### config.mk
export PLATFORM = sky130hd
export DESIGN_NAME = mips_instr_encoder_loader
export DESIGN_NICKNAME = d
export VERILOG_FILES = /design/src/rtl/mips_pkg.sv /design/src/rtl/mips_instr_packer.sv /design/src/rtl/mips_instr_encoder_loader.sv
export SDC_FILE = /design/constraint.sdc
export NUM_CORES = 1
export LEC_CHECK = 0
export CAP_MARGIN = 40
export CORE_UTILIZATION = 68
export DETAILED_ROUTE_END_ITERATION = 7
export DONT_BUFFER_PORTS = 1
export PLACE_DENSITY = 0.81
export SYNTH_ARGS = -nofsm -noshare
export SYNTH_HDL_FRONTEND = slang
export SYNTH_HIERARCHICAL = 1
export SYNTH_SLANG_ARGS = --single-unit
### constraint.sdc
create_clock -name clk -period 3.54 [get_ports clk]
set_input_delay 0.708 -clock clk [delete_from_list [all_inputs] [get_ports clk]]
set_output_delay 0.708 -clock clk [all_outputs]
set_load 0.01 [all_outputs]
### src/rtl/mips_pkg.sv
// Shared MIPS definitions: opcode constants, the symbolic instruction class
// and the encoder/loader state encoding. The opcode constants are also used
// by the instruction decoder, so the two ends stay in step.
package mips_pkg;

  localparam logic [5:0] OPC_RTYPE = 6'b000000;
  localparam logic [5:0] OPC_LW    = 6'b100011;
  localparam logic [5:0] OPC_SW    = 6'b101011;
  localparam logic [5:0] OPC_BEQ   = 6'b000100;
  localparam logic [5:0] OPC_J     = 6'b000010;

  typedef enum logic [2:0] {
    CLS_RTYPE = 3'd0,
    CLS_LW    = 3'd1,
    CLS_SW    = 3'd2,
    CLS_BEQ   = 3'd3,
    CLS_J     = 3'd4
  } instr_class_e;

  typedef enum logic [1:0] {
    ST_IDLE   = 2'd0,
    ST_ACCEPT = 2'd1,
    ST_WRITE  = 2'd2,
    ST_DONE   = 2'd3
  } enc_state_e;

endpackage

### src/rtl/mips_instr_packer.sv
// Combinational MIPS instruction packer.
// Ports:
//   cls                               instruction class (see instr_class_e)
//   rs, rt, rd, shamt, funct, imm,
//   target                            raw instruction fields, passed unmodified
//   word                              packed 32-bit instruction (0 when illegal)
//   illegal                           class is not encodable in this build
// Build option: MIPS_ENC_JUMP_EN enables the J class; without it class 4 is
// reported as illegal.
module mips_instr_packer
  import mips_pkg::*;
(
  input  logic [2:0]  cls,
  input  logic [4:0]  rs,
  input  logic [4:0]  rt,
  input  logic [4:0]  rd,
  input  logic [4:0]  shamt,
  input  logic [5:0]  funct,
  input  logic [15:0] imm,
  input  logic [25:0] target,
  output logic [31:0] word,
  output logic        illegal
);

`ifndef MIPS_ENC_JUMP_EN
  // The jump target has no consumer when jumps are not encodable.
  logic unused_target_s;
  assign unused_target_s = ^target;
`endif

  // Select the instruction layout from the class.
  always_comb begin
    word    = 32'h0000_0000;
    illegal = 1'b0;
    case (cls)
      CLS_RTYPE: word = {OPC_RTYPE, rs, rt, rd, shamt, funct};
      CLS_LW:    word = {OPC_LW, rs, rt, imm};
      CLS_SW:    word = {OPC_SW, rs, rt, imm};
      CLS_BEQ:   word = {OPC_BEQ, rs, rt, imm};
`ifdef MIPS_ENC_JUMP_EN
      CLS_J:     word = {OPC_J, target};
`endif
      default:   illegal = 1'b1;
    endcase
  end

endmodule

### src/rtl/mips_instr_encoder_loader.sv
// MIPS instruction encoder/loader: accepts symbolic instruction requests over
// a valid/ready handshake, packs them into 32-bit words and writes them to
// consecutive instruction-memory word addresses starting at BASE_ADDR.
// Ports:
//   clk, rst          clock, synchronous active-high reset
//   start             open a load session (only in IDLE)
//   in_valid/in_ready request handshake; in_class + field inputs; in_last
//   mem_we/addr/wdata instruction-memory write port (held when mem_we=0)
//   busy, done, err   status: not idle, end-of-session pulse, sticky error
//   word_count        words written in the current session
// Build option: MIPS_ENC_JUMP_EN (see mips_instr_packer) enables the J class.
module mips_instr_encoder_loader
  import mips_pkg::*;
#(
  parameter int unsigned           ADDR_W    = 8,
  parameter logic [ADDR_W-1:0]     BASE_ADDR = {ADDR_W{1'b0}}
) (
  input  logic              clk,
  input  logic              rst,
  input  logic              start,
  input  logic              in_valid,
  output logic              in_ready,
  input  logic [2:0]        in_class,
  input  logic [4:0]        in_rs,
  input  logic [4:0]        in_rt,
  input  logic [4:0]        in_rd,
  input  logic [4:0]        in_shamt,
  input  logic [5:0]        in_funct,
  input  logic [15:0]       in_imm,
  input  logic [25:0]       in_target,
  input  logic              in_last,
  output logic              mem_we,
  output logic [ADDR_W-1:0] mem_addr,
  output logic [31:0]       mem_wdata,
  output logic              busy,
  output logic              done,
  output logic              err,
  output logic [ADDR_W:0]   word_count
);

  enc_state_e        state_r, state_nxt_s;
  logic [ADDR_W-1:0] addr_r;
  logic              full_r;
  logic              last_r;
  logic [31:0]       word_s;
  logic              illegal_s;
  logic              hs_s;
  logic              drop_s;
  logic              in_ready_nxt_s, busy_nxt_s, done_nxt_s, mem_we_nxt_s;

  mips_instr_packer u_packer (
    .cls     (in_class),
    .rs      (in_rs),
    .rt      (in_rt),
    .rd      (in_rd),
    .shamt   (in_shamt),
    .funct   (in_funct),
    .imm     (in_imm),
    .target  (in_target),
    .word    (word_s),
    .illegal (illegal_s)
  );

  // in_ready is a registered copy of "state is ACCEPT", so the handshake can
  // be qualified directly by the state.
  assign hs_s   = (state_r == ST_ACCEPT) && in_valid;
  // Once the top address has been written the memory is full; further
  // requests are dropped so the wrap never lands on BASE_ADDR again.
  assign drop_s = hs_s && (illegal_s || full_r);

  // State register.
  always_ff @(posedge clk) begin
    if (rst) begin
      state_r <= ST_IDLE;
    end else begin
      state_r <= state_nxt_s;
    end
  end

  // Next-state logic.
  always_comb begin
    state_nxt_s = state_r;
    case (state_r)
      ST_IDLE: begin
        if (start) state_nxt_s = ST_ACCEPT;
        else       state_nxt_s = ST_IDLE;
      end
      ST_ACCEPT: begin
        if (hs_s) begin
          if (drop_s) state_nxt_s = in_last ? ST_DONE : ST_ACCEPT;
          else        state_nxt_s = ST_WRITE;
        end else begin
          state_nxt_s = ST_ACCEPT;
        end
      end
      ST_WRITE: state_nxt_s = last_r ? ST_DONE : ST_ACCEPT;
      ST_DONE:  state_nxt_s = ST_IDLE;
      default:  state_nxt_s = ST_IDLE;
    endcase
  end

  // Status outputs are derived from the next state so the registered copies
  // line up with the state they describe.
  always_comb begin
    in_ready_nxt_s = (state_nxt_s == ST_ACCEPT);
    busy_nxt_s     = (state_nxt_s != ST_IDLE);
    done_nxt_s     = (state_nxt_s == ST_DONE);
    mem_we_nxt_s   = (state_nxt_s == ST_WRITE);
  end

  // Registered status outputs.
  always_ff @(posedge clk) begin
    if (rst) begin
      in_ready <= 1'b0;
      busy     <= 1'b0;
      done     <= 1'b0;
      mem_we   <= 1'b0;
    end else begin
      in_ready <= in_ready_nxt_s;
      busy     <= busy_nxt_s;
      done     <= done_nxt_s;
      mem_we   <= mem_we_nxt_s;
    end
  end

  // Session datapath: address counter, full flag, sticky error, word count
  // and the write-port registers (loaded only for accepted legal requests).
  always_ff @(posedge clk) begin
    if (rst) begin
      addr_r     <= BASE_ADDR;
      full_r     <= 1'b0;
      last_r     <= 1'b0;
      err        <= 1'b0;
      word_count <= {(ADDR_W+1){1'b0}};
      mem_addr   <= {ADDR_W{1'b0}};
      mem_wdata  <= 32'h0000_0000;
    end else if ((state_r == ST_IDLE) && start) begin
      addr_r     <= BASE_ADDR;
      full_r     <= 1'b0;
      err        <= 1'b0;
      word_count <= {(ADDR_W+1){1'b0}};
    end else if (hs_s) begin
      last_r <= in_last;
      if (drop_s) begin
        err <= 1'b1;
      end else begin
        mem_addr  <= addr_r;
        mem_wdata <= word_s;
      end
    end else if (state_r == ST_WRITE) begin
      addr_r     <= addr_r + ADDR_W'(1);
      word_count <= word_count + (ADDR_W+1)'(1);
      if (addr_r == {ADDR_W{1'b1}}) full_r <= 1'b1;
    end
  end

endmodule

==> results.md, run 1 <==
- The combined buffer and inverter count along the critical path is 0.
- The DRC marker count from the first detailed-route iteration is 343.
- The count of input and output buffers is 0.
- The complex-gate fraction of the synthesized area is 24.3%.
- For this run, design rule violations remaining after detail routing come to 0.
- The slowest stage of the critical path belongs to the cell sky130_fd_sc_hd__dfxtp_1.
- The peak ir drop on the vdd network is 0.286 mV.
- In this run the power density over the cells is 451 nW/um^2.
- The die footprint is 4840 um^2.
- After clock tree synthesis, the clock-pin slew on the worst setup and hold paths is 70 ps.
- The cell at the root of the clock tree is sky130_fd_sc_hd__clkbuf_8.
- The transition time at the pin with the least slew margin is 673 ps.
- The run finished with clean final reports.
- The post-CTS setup buffer count is 0.
- The class of the most critical hold timing path is primary input to flip-flop.
- The sum of net half-perimeters after detailed placement is 4.37 mm.
- The area occupied by multi-input gates is 1560 um^2.
- The region available for standard cell placement spans 4350 um^2.
- The number of core rows is 24.
- The overall via count from detail_route is 2766.
- Summed over all layers, the routed wires come to 7.13 mm.
- The number of endpoints with negative hold slack in the final report was 0.
- The maximum fanout along the worst path is 11.
- On the critical path the largest part of the delay comes from simple AND/OR/NAND/NOR gates.
- The main combinational cell family by area after synthesis is compound AO/OA/AOI/OAI gates.
- The data required time at the worst endpoint is 3810 ps.
- The final cell count without fillers is 415.
- Counting the fill cells in the layout gives 349.
- The element type at the critical path start is a flip-flop.
- The die is 69.5 um wide.
- Summing the areas of all and, or, nand and nor instances in the mapped netlist gives 23.5% of the synthesized area.
- The synthesized netlist devotes 0.807% of its cell area to adder and majority cells.
- The latest clock arrival within the worst-skew pair is 340 ps.
- The timing-limited maximum frequency is 0.592 GHz.
- The number of antenna violations at the first check in global routing is 0.
- The H-tree was split into 3 levels.
- The most frequent standard cell in the layout excluding fill and tap cells is sky130_fd_sc_hd__a21oi_1.
- The kind of critical path is flip-flop to flip-flop.
- The number of global-route vias before repair is 2455.
- The critical path data arrival time is 1950 ps.
- The post-cts sizing count is 0.
- The number of hold buffers added after CTS is 0.
- The number of pins with negative max-slew slack in the final report is 0.
- The synthesized netlist devotes 1.41% of its cell area to XOR and XNOR gates.
- The number of top-level pins is 130.
- The pin count of the biggest net entering global routing is 49.
- After synthesis the netlist holds a flip-flop and latch count of 66.
- Walking the worst path, the cells encountered are nand4b_1, or4_1, a21oi_1.
- In the layout the commonest cells are sky130_fd_sc_hd__a21oi_1 (73), sky130_fd_sc_hd__dfxtp_1 (66), sky130_fd_sc_hd__o21ai_0 (60).
- Synthesis produced a netlist whose cell count is 384.
- Once placement completed, the tool counted placed cells totaling 399.
- The summed negative setup slack over all endpoints is 0 ps.
- Setup repair after global routing left no endpoint under its margin.
- Yosys printed 6 warnings.
- For this run, the slowest stage of the critical path takes 560 ps.
- The largest buffer count on any clock path is 2.
- The cell area that synthesis handed to floorplanning was 3100 um^2.
- The number of antenna cells inserted is 0.
- At the end of the flow, the number of nets in the layout was 436.
- The TritonCTS clock tree is yes.
- Multiplexer cells account for 0% of the synthesized area.
- The total area of sequential cells is 1320 um^2.
- The total of max-cap violations is 0.
- Between clock sinks in the finished design, the worst skew comes to 8.27 ps.
- CTS saw 66 sinks.
- The number of buffers created by CTS is 9.
- The endpoint class of the critical path is a flip-flop.
- The congestion estimate from routability-driven global placement came to 0.809.
- The ratio of cells with drive above 1 in the final layout is 6.06%.
- The residual antenna-violating net count after detailed routing is 0.
- The first-pass GRT wire length is 11.6 mm.
- Synthesis produced a netlist with a net count of 462.
- After global routing the overflow that remains totals 0.
- The pre-antenna-repair detailed-routing pass consisted of 5 iterations.
- The relative slew slack is 55.2%.
- Summed over all cells, the static leakage comes to 0.000998 uW.
- The global-route usage over all layers is 29.6%.
- For this run, the register share of the synthesized area comes to 42.6%.
- In this run, distinct cell masters in the synthesized netlist total 36.
- The floorplan die height is 69.5 um.
- Setup violations remaining at the end of the flow were counted as 0.
- The effective utilization at floorplan is 71.2%.
- The ratio of final minimum period to clock period is 47.7%.
- The average instance area after synthesis is 8.08 um^2.
- The mean routed wirelength per cell is 17.2 um.
- Relative to the synthesized area, the layout overhead comes to 2.10%.
- The mean number of vias per cell is 6.67.
- The post-route minimum period is 1690 ps.
==> cell usage after synthesis <==
cell	instances	share of area [%]
sky130_fd_sc_hd__a21oi_1	73	12
sky130_fd_sc_hd__o31ai_1	7	1.7
sky130_fd_sc_hd__clkbuf_1	21	2.5
sky130_fd_sc_hd__nor3b_1	4	0.97
sky130_fd_sc_hd__or2_2	1	0.20
sky130_fd_sc_hd__nand2b_1	1	0.20
sky130_fd_sc_hd__or3_1	4	0.81
sky130_fd_sc_hd__nor3_1	1	0.16
sky130_fd_sc_hd__nand3_1	44	7.1
sky130_fd_sc_hd__nor2b_1	10	2.0
sky130_fd_sc_hd__nand4_1	1	0.20
sky130_fd_sc_hd__nand4b_1	1	0.28
sky130_fd_sc_hd__a22oi_2	1	0.40
sky130_fd_sc_hd__nand2_1	11	1.3
sky130_fd_sc_hd__xor2_1	1	0.28
sky130_fd_sc_hd__nor2_1	11	1.3
sky130_fd_sc_hd__o21bai_1	1	0.24
sky130_fd_sc_hd__nand3b_4	1	0.65
sky130_fd_sc_hd__ha_1	2	0.81
sky130_fd_sc_hd__or4_1	8	1.9
sky130_fd_sc_hd__a21o_1	1	0.24
sky130_fd_sc_hd__o22a_1	1	0.28
sky130_fd_sc_hd__nand3b_1	3	0.73
sky130_fd_sc_hd__and2b_1	1	0.24
sky130_fd_sc_hd__o21ai_0	60	9.7
sky130_fd_sc_hd__or2b_1	1	0.24
sky130_fd_sc_hd__buf_1	1	0.12
sky130_fd_sc_hd__and3b_1	2	0.56
sky130_fd_sc_hd__inv_1	5	0.61
sky130_fd_sc_hd__buf_4	6	1.5
sky130_fd_sc_hd__buf_2	9	1.5
sky130_fd_sc_hd__conb_1	1	0.12
sky130_fd_sc_hd__or3b_1	16	4.5
sky130_fd_sc_hd__xnor2_1	4	1.1
sky130_fd_sc_hd__buf_6	3	1.1
sky130_fd_sc_hd__dfxtp_1	66	43
==> kinds of logic after synthesis <==
family,Yosys count
other,1
DFF,66
buffers and inverters,45
xor gates and xnor gates,5
and+or+nand+nor,121
AOI/OAI and AO/OA,144
adders and majority gates,2
==> per-layer routing <==
layer  share of wire, %  vias to the layer above  wire [um]  GRT usage (%)
met5                  0                        -          0              0
met4                2.0                        0        146           12.5
met3                9.1                       14        649           9.88
met2                 47                      137       3390           45.6
met1                 41                     1291       2950           38.1
li1                   -                     1324          -              -
==> cell type report <==
class | instances | share of cell area, %
Clock buffer | 12 | 4.90
Clock inverter | 4 | 0.830
Inverter | 5 | 0.593
Multi-Input combinational cell | 273 | 49.2
Sequential cell | 66 | 41.7
Tap cell | 52 | 2.05
Timing Repair Buffer | 3 | 0.711
==> per-stage QoR <==
stage	util (%)	instance area, um^2	hold WS (ps)	setup slack [ps]	power [uW]
after floorplan	-	3100	448	1900	881
after global placement	68.6	2990	459	1840	870
after detailed placement	68.6	2990	471	1800	871
after CTS	72.7	3170	422	1920	1430
after global routing	72.7	3170	418	1820	1480
final	72.7	3170	431	1850	1430
==> worst paths after layout <==
kind / from / end / slack (ps) / cells after the start
setup / recovery: state_r[1] / addr_r[7] / 1850 / 3
hold / removal: rst / state_r[1] / 430 / 1
setup reg to reg: state_r[1] / addr_r[7] / 1850 / 3
hold reg to reg: last_r / last_r / 480 / 2
==> registers in the layout, summed over array words and instances, names as in the netlist <==
register and flops:
last_r 1, done 1, busy 1, addr_r 8, word_count 9, err 1
in_ready 1, mem_wdata 32, full_r 1, mem_addr 8, mem_we 1, state_r 2
==> where the power goes <==
group	switching (uW)	internal, uW	total, uW
clock network	279	291	571
registers	13.5	753	767
logic	55.9	33.9	89.7
Power figures use the tool's default switching activity.
==> inputs of run 2 (changes only) <==
--- a/config.mk
+++ b/config.mk
@@ -6,10 +6,10 @@
 export NUM_CORES = 1
 export LEC_CHECK = 0
 export CAP_MARGIN = 40
-export CORE_UTILIZATION = 68
+export CORE_UTILIZATION = 63
 export DETAILED_ROUTE_END_ITERATION = 7
 export DONT_BUFFER_PORTS = 1
-export PLACE_DENSITY = 0.81
+export PLACE_DENSITY = 0.76
 export SYNTH_ARGS = -nofsm -noshare
 export SYNTH_HDL_FRONTEND = slang
 export SYNTH_HIERARCHICAL = 1
==> constraint.sdc (replaced) <==
create_clock -name clk -period 1.65 [get_ports clk]
set_input_delay 0.33 -clock clk [delete_from_list [all_inputs] [get_ports clk]]
set_output_delay 0.33 -clock clk [all_outputs]
set_load 0.01 [all_outputs]
==> results.md, run 2 (synthesis results as in run 1) <==
- The flow ran to the end, and the final reports show no timing, DRC or antenna violations.
- The ratio of final minimum period to clock period is 91.2% (+44 points).
- The global-route usage over all layers is 27.7% (-1.9 points).
- The number of flip-flops under the largest register name is 32 (unchanged).
- The number of pins with negative max-slew slack in the final report is 0 (unchanged).
- The DRC marker count from the first detailed-route iteration is 295 (-14%).
- The area of the placeable core is 4720 um^2 (+8.5%).
- The number of global-route vias before repair is 2405 (-2.0%).
- The count of nets after finishing is 441 (+1.1%).
- The placed cell count is 419 (+5.0%).
- The number of core rows was 25 (+4.2%).
- The post-route total power is 3170 uW (+120%).
- The total non-filler cell area in the finished layout is 3280 um^2 (+3.6%).
- The count of input and output buffers is 0 (unchanged).
- Broken down by cell family, the worst path's largest delay share belongs to simple AND/OR/NAND/NOR gates.
- The post-route minimum period came to 1510 ps (-183 ps).
- The overall via count from detail_route was 2680 (-3.1%).
- The final weighted congestion of routability-driven global placement is 0.827 (+2.2%).
- The power density over the cells was 965 nW/um^2 (+110%).
- The sum of net half-perimeters after detailed placement is 4.30 mm (-1.7%).
- The number of antenna cells inserted came to 0 (unchanged).
- The area occupied by multi-input gates is 1560 um^2 (unchanged).
- The latest clock arrival within the worst-skew pair is 340 ps (about the same).
- The worst register-to-register path ends at addr_r[6].
- The leftover overflow at the end of global routing was 0 (unchanged).
- Traced cell by cell, the critical path runs through ha_1, nand3_1, or4_1, a21oi_1.
- The utilization after layout is 69.5% (-3.3 points).
- The data required time at the worst endpoint is 1920 ps (-1890 ps).
- The TritonCTS clock tree is yes.
- The cell at the root of the clock tree is sky130_fd_sc_hd__clkbuf_8.
- Setup repair after global routing left no endpoint under its margin.
- The number of antenna violations at the first check in global routing was 0 (unchanged).
- The relative slew slack was 57.6% (+2.4 points).
- The maximum clock skew at final layout is 5.97 ps (-2.30 ps).
- The clock-pin transition on the worst setup and hold timing paths is 70 ps (about the same).
- The ratio of cells with drive above 1 in the final layout is 7.88% (+1.8 points).
- The minimum setup slack among reg-to-reg paths is 140 ps (-1710 ps).
- The mean routed wirelength per cell is 16.0 um (-6.9%).
- The count of H-tree levels built during CTS is 3 (unchanged).
- Leaving out fill and tap cells, the most frequent cell in the layout is sky130_fd_sc_hd__a21oi_1.
- The post-CTS setup buffer count came to 0 (unchanged).
- The length of the first detailed-routing pass in iterations is 4 (-1).
- Compared with the post-synthesis result, the final layout area differs by 5.77%.
- The filler cell count is 396 (+13%).
- STA classifies the critical path startpoint as a flip-flop.
- The number of endpoints with negative hold slack in the final report is 0 (unchanged).
- The total of max-cap violations was 0 (unchanged).
- The library cells used most frequently in the layout, excluding fill and tap cells, are sky130_fd_sc_hd__a21oi_1 (73), sky130_fd_sc_hd__dfxtp_1 (65), sky130_fd_sc_hd__o21ai_0 (60).
- The critical path data arrival time came to 1780 ps (-170 ps).
- The number of setup violations in the final report came to 0 (unchanged).
- The largest registers in the layout are mem_wdata (32), word_count (9).
- The number of remaining DRC errors is 0 (unchanged).
- The clock sink count was 66 (unchanged).
- The final wirelength came to 6.96 mm (-2.4%).
- The floorplan die height is 72.2 um (+3.8%).
- The combined buffer and inverter count along the critical path is 0 (unchanged).
- The total area of sequential cells is 1320 um^2 (about the same).
- The placed standard-cell area is 3080 um^2 (+3.1%).
- The mean number of vias per cell is 6.16 (-7.6%).
- The die footprint was 5210 um^2 (+7.7%).
- The critical path's largest stage delay is 510 ps (-50 ps).
- The largest buffer count on any clock path was 2 (unchanged).
- The first-pass GRT wire length came to 11.3 mm (-2.4%).
- The worst register-to-register path begins at addr_r[0].
- The width of the die was 72.2 um (+3.8%).
- The final cell count without fillers is 435 (+4.8%).
- The number of top-level pins was 130 (unchanged).
- The cell depth of the worst hold path came to 1 (unchanged).
- The effective utilization at floorplan came to 65.7% (-5.6 points).
- The slowest stage cell on the critical path is sky130_fd_sc_hd__or4_1.
- Counting flops per register, the top entry is mem_wdata.
- The summed negative setup slack over all endpoints was 0 ps (unchanged).
- The number of buffers created by CTS is 9 (unchanged).
- The maximum fanout along the worst path was 5 (-6).
- The pin count of the biggest net entering global routing is 49 (unchanged).
- The kind of critical path is flip-flop to flip-flop.
- The timing-limited maximum frequency was 0.664 GHz (+12%).
- The peak ir drop on the vdd network is 0.710 mV (+150%).
- The residual antenna-violating net count after detailed routing came to 0 (unchanged).
- The start point of the worst hold path is rst.
- The static leakage is 0.00105 uW (+5.1%).
- The transition time at the pin with the least slew margin is 636 ps (-36.3 ps).
- The class of the most critical hold timing path is primary input to flip-flop.
- The endpoint class of the critical path is a flip-flop.
- The worst hold path terminates at state_r[1].
- The depth of the worst register-to-register path is 4 (+1).
[run 2: cell types whose count changed in the layout (fill, tap and decap cells not counted)]
cell,before,now
sky130_fd_sc_hd__clkbuf_8,11,13
sky130_fd_sc_hd__dfxtp_1,66,65
sky130_fd_sc_hd__buf_4,3,5
sky130_fd_sc_hd__buf_12,0,3
sky130_fd_sc_hd__clkinv_2,2,1
sky130_fd_sc_hd__dfxtp_2,0,1
sky130_fd_sc_hd__clkbuf_1,1,0
[run 2: per-stage QoR]
stage	hold WS, ps	setup slack (ps)
after floorplan	448	270
after global placement	408	153
after detailed placement	411	83.3
after CTS	45.3	62.8
after global routing	34.9	37.4
final	52.9	145
[run 2: power breakdown]
part           total, uW  internal (uW)  switching, uW  leakage, uW
clock network       1310            710            603     0.000102
logic                211           89.7            121     0.000413
registers           1640           1620           27.3     0.000533
[run 2: how the worst max path moves through the flow]
| stage | startpoint | end | slack (ps) | cells past startpoint |
|---|---|---|---|---|
| after CTS | state_r[1] | addr_r[7] | 60 | 3 |
| after global placement | state_r[1] | addr_r[7] | 150 | 3 |
| after global routing | full_r | mem_wdata[26] | 40 | 3 |
| after detailed placement | state_r[1] | addr_r[7] | 80 | 3 |
| after floorplan | state_r[0] | word_count[6] | 270 | 5 |
| final | addr_r[0] | addr_r[6] | 140 | 4 |
[run 2: area by class of cell]
cell class,count,area share (%)
clock inverters,3,0.648
inverters,5,0.572
repair buffers,8,2.97
flip-flops and latches,66,40.3
well taps,67,2.56
clock buffers,13,5.45
multi-input cells,273,47.5
[run 2: timing repair]
item	CTS	global route
hold buffers	0	0
endpoints found under the setup margin	0	2
gates resized for setup	0	1
[run 2: layer usage]
| layer | up-vias | share of wire [%] | global-route usage (%) |
|---|---|---|---|
| met5 | - | 0 | 0 |
| met4 | 0 | 1.8 | 12.6 |
| met3 | 10 | 6.9 | 8.06 |
| met2 | 85 | 47 | 43.3 |
| met1 | 1251 | 45 | 35.4 |
| li1 | 1334 | - | - |
[run 2: worst reg2reg max path, cell delays in order (launching register included)]
cell	delay, ps
sky130_fd_sc_hd__dfxtp_1	410
sky130_fd_sc_hd__ha_1	200
sky130_fd_sc_hd__nand3_1	170
sky130_fd_sc_hd__or4_1	510
sky130_fd_sc_hd__a21oi_1	160
==> inputs of run 3 (changes only) <==
--- a/config.mk
+++ b/config.mk
@@ -7,9 +7,11 @@
 export LEC_CHECK = 0
 export CAP_MARGIN = 40
 export CORE_UTILIZATION = 63
+export CTS_CLUSTER_SIZE = 40
 export DETAILED_ROUTE_END_ITERATION = 7
 export DONT_BUFFER_PORTS = 1
 export PLACE_DENSITY = 0.76
+export SLEW_MARGIN = 5
 export SYNTH_ARGS = -nofsm -noshare
 export SYNTH_HDL_FRONTEND = slang
 export SYNTH_HIERARCHICAL = 1
==> results of run 3 <==
No change in the layout: final DEF, timing and power equal those of run 2.
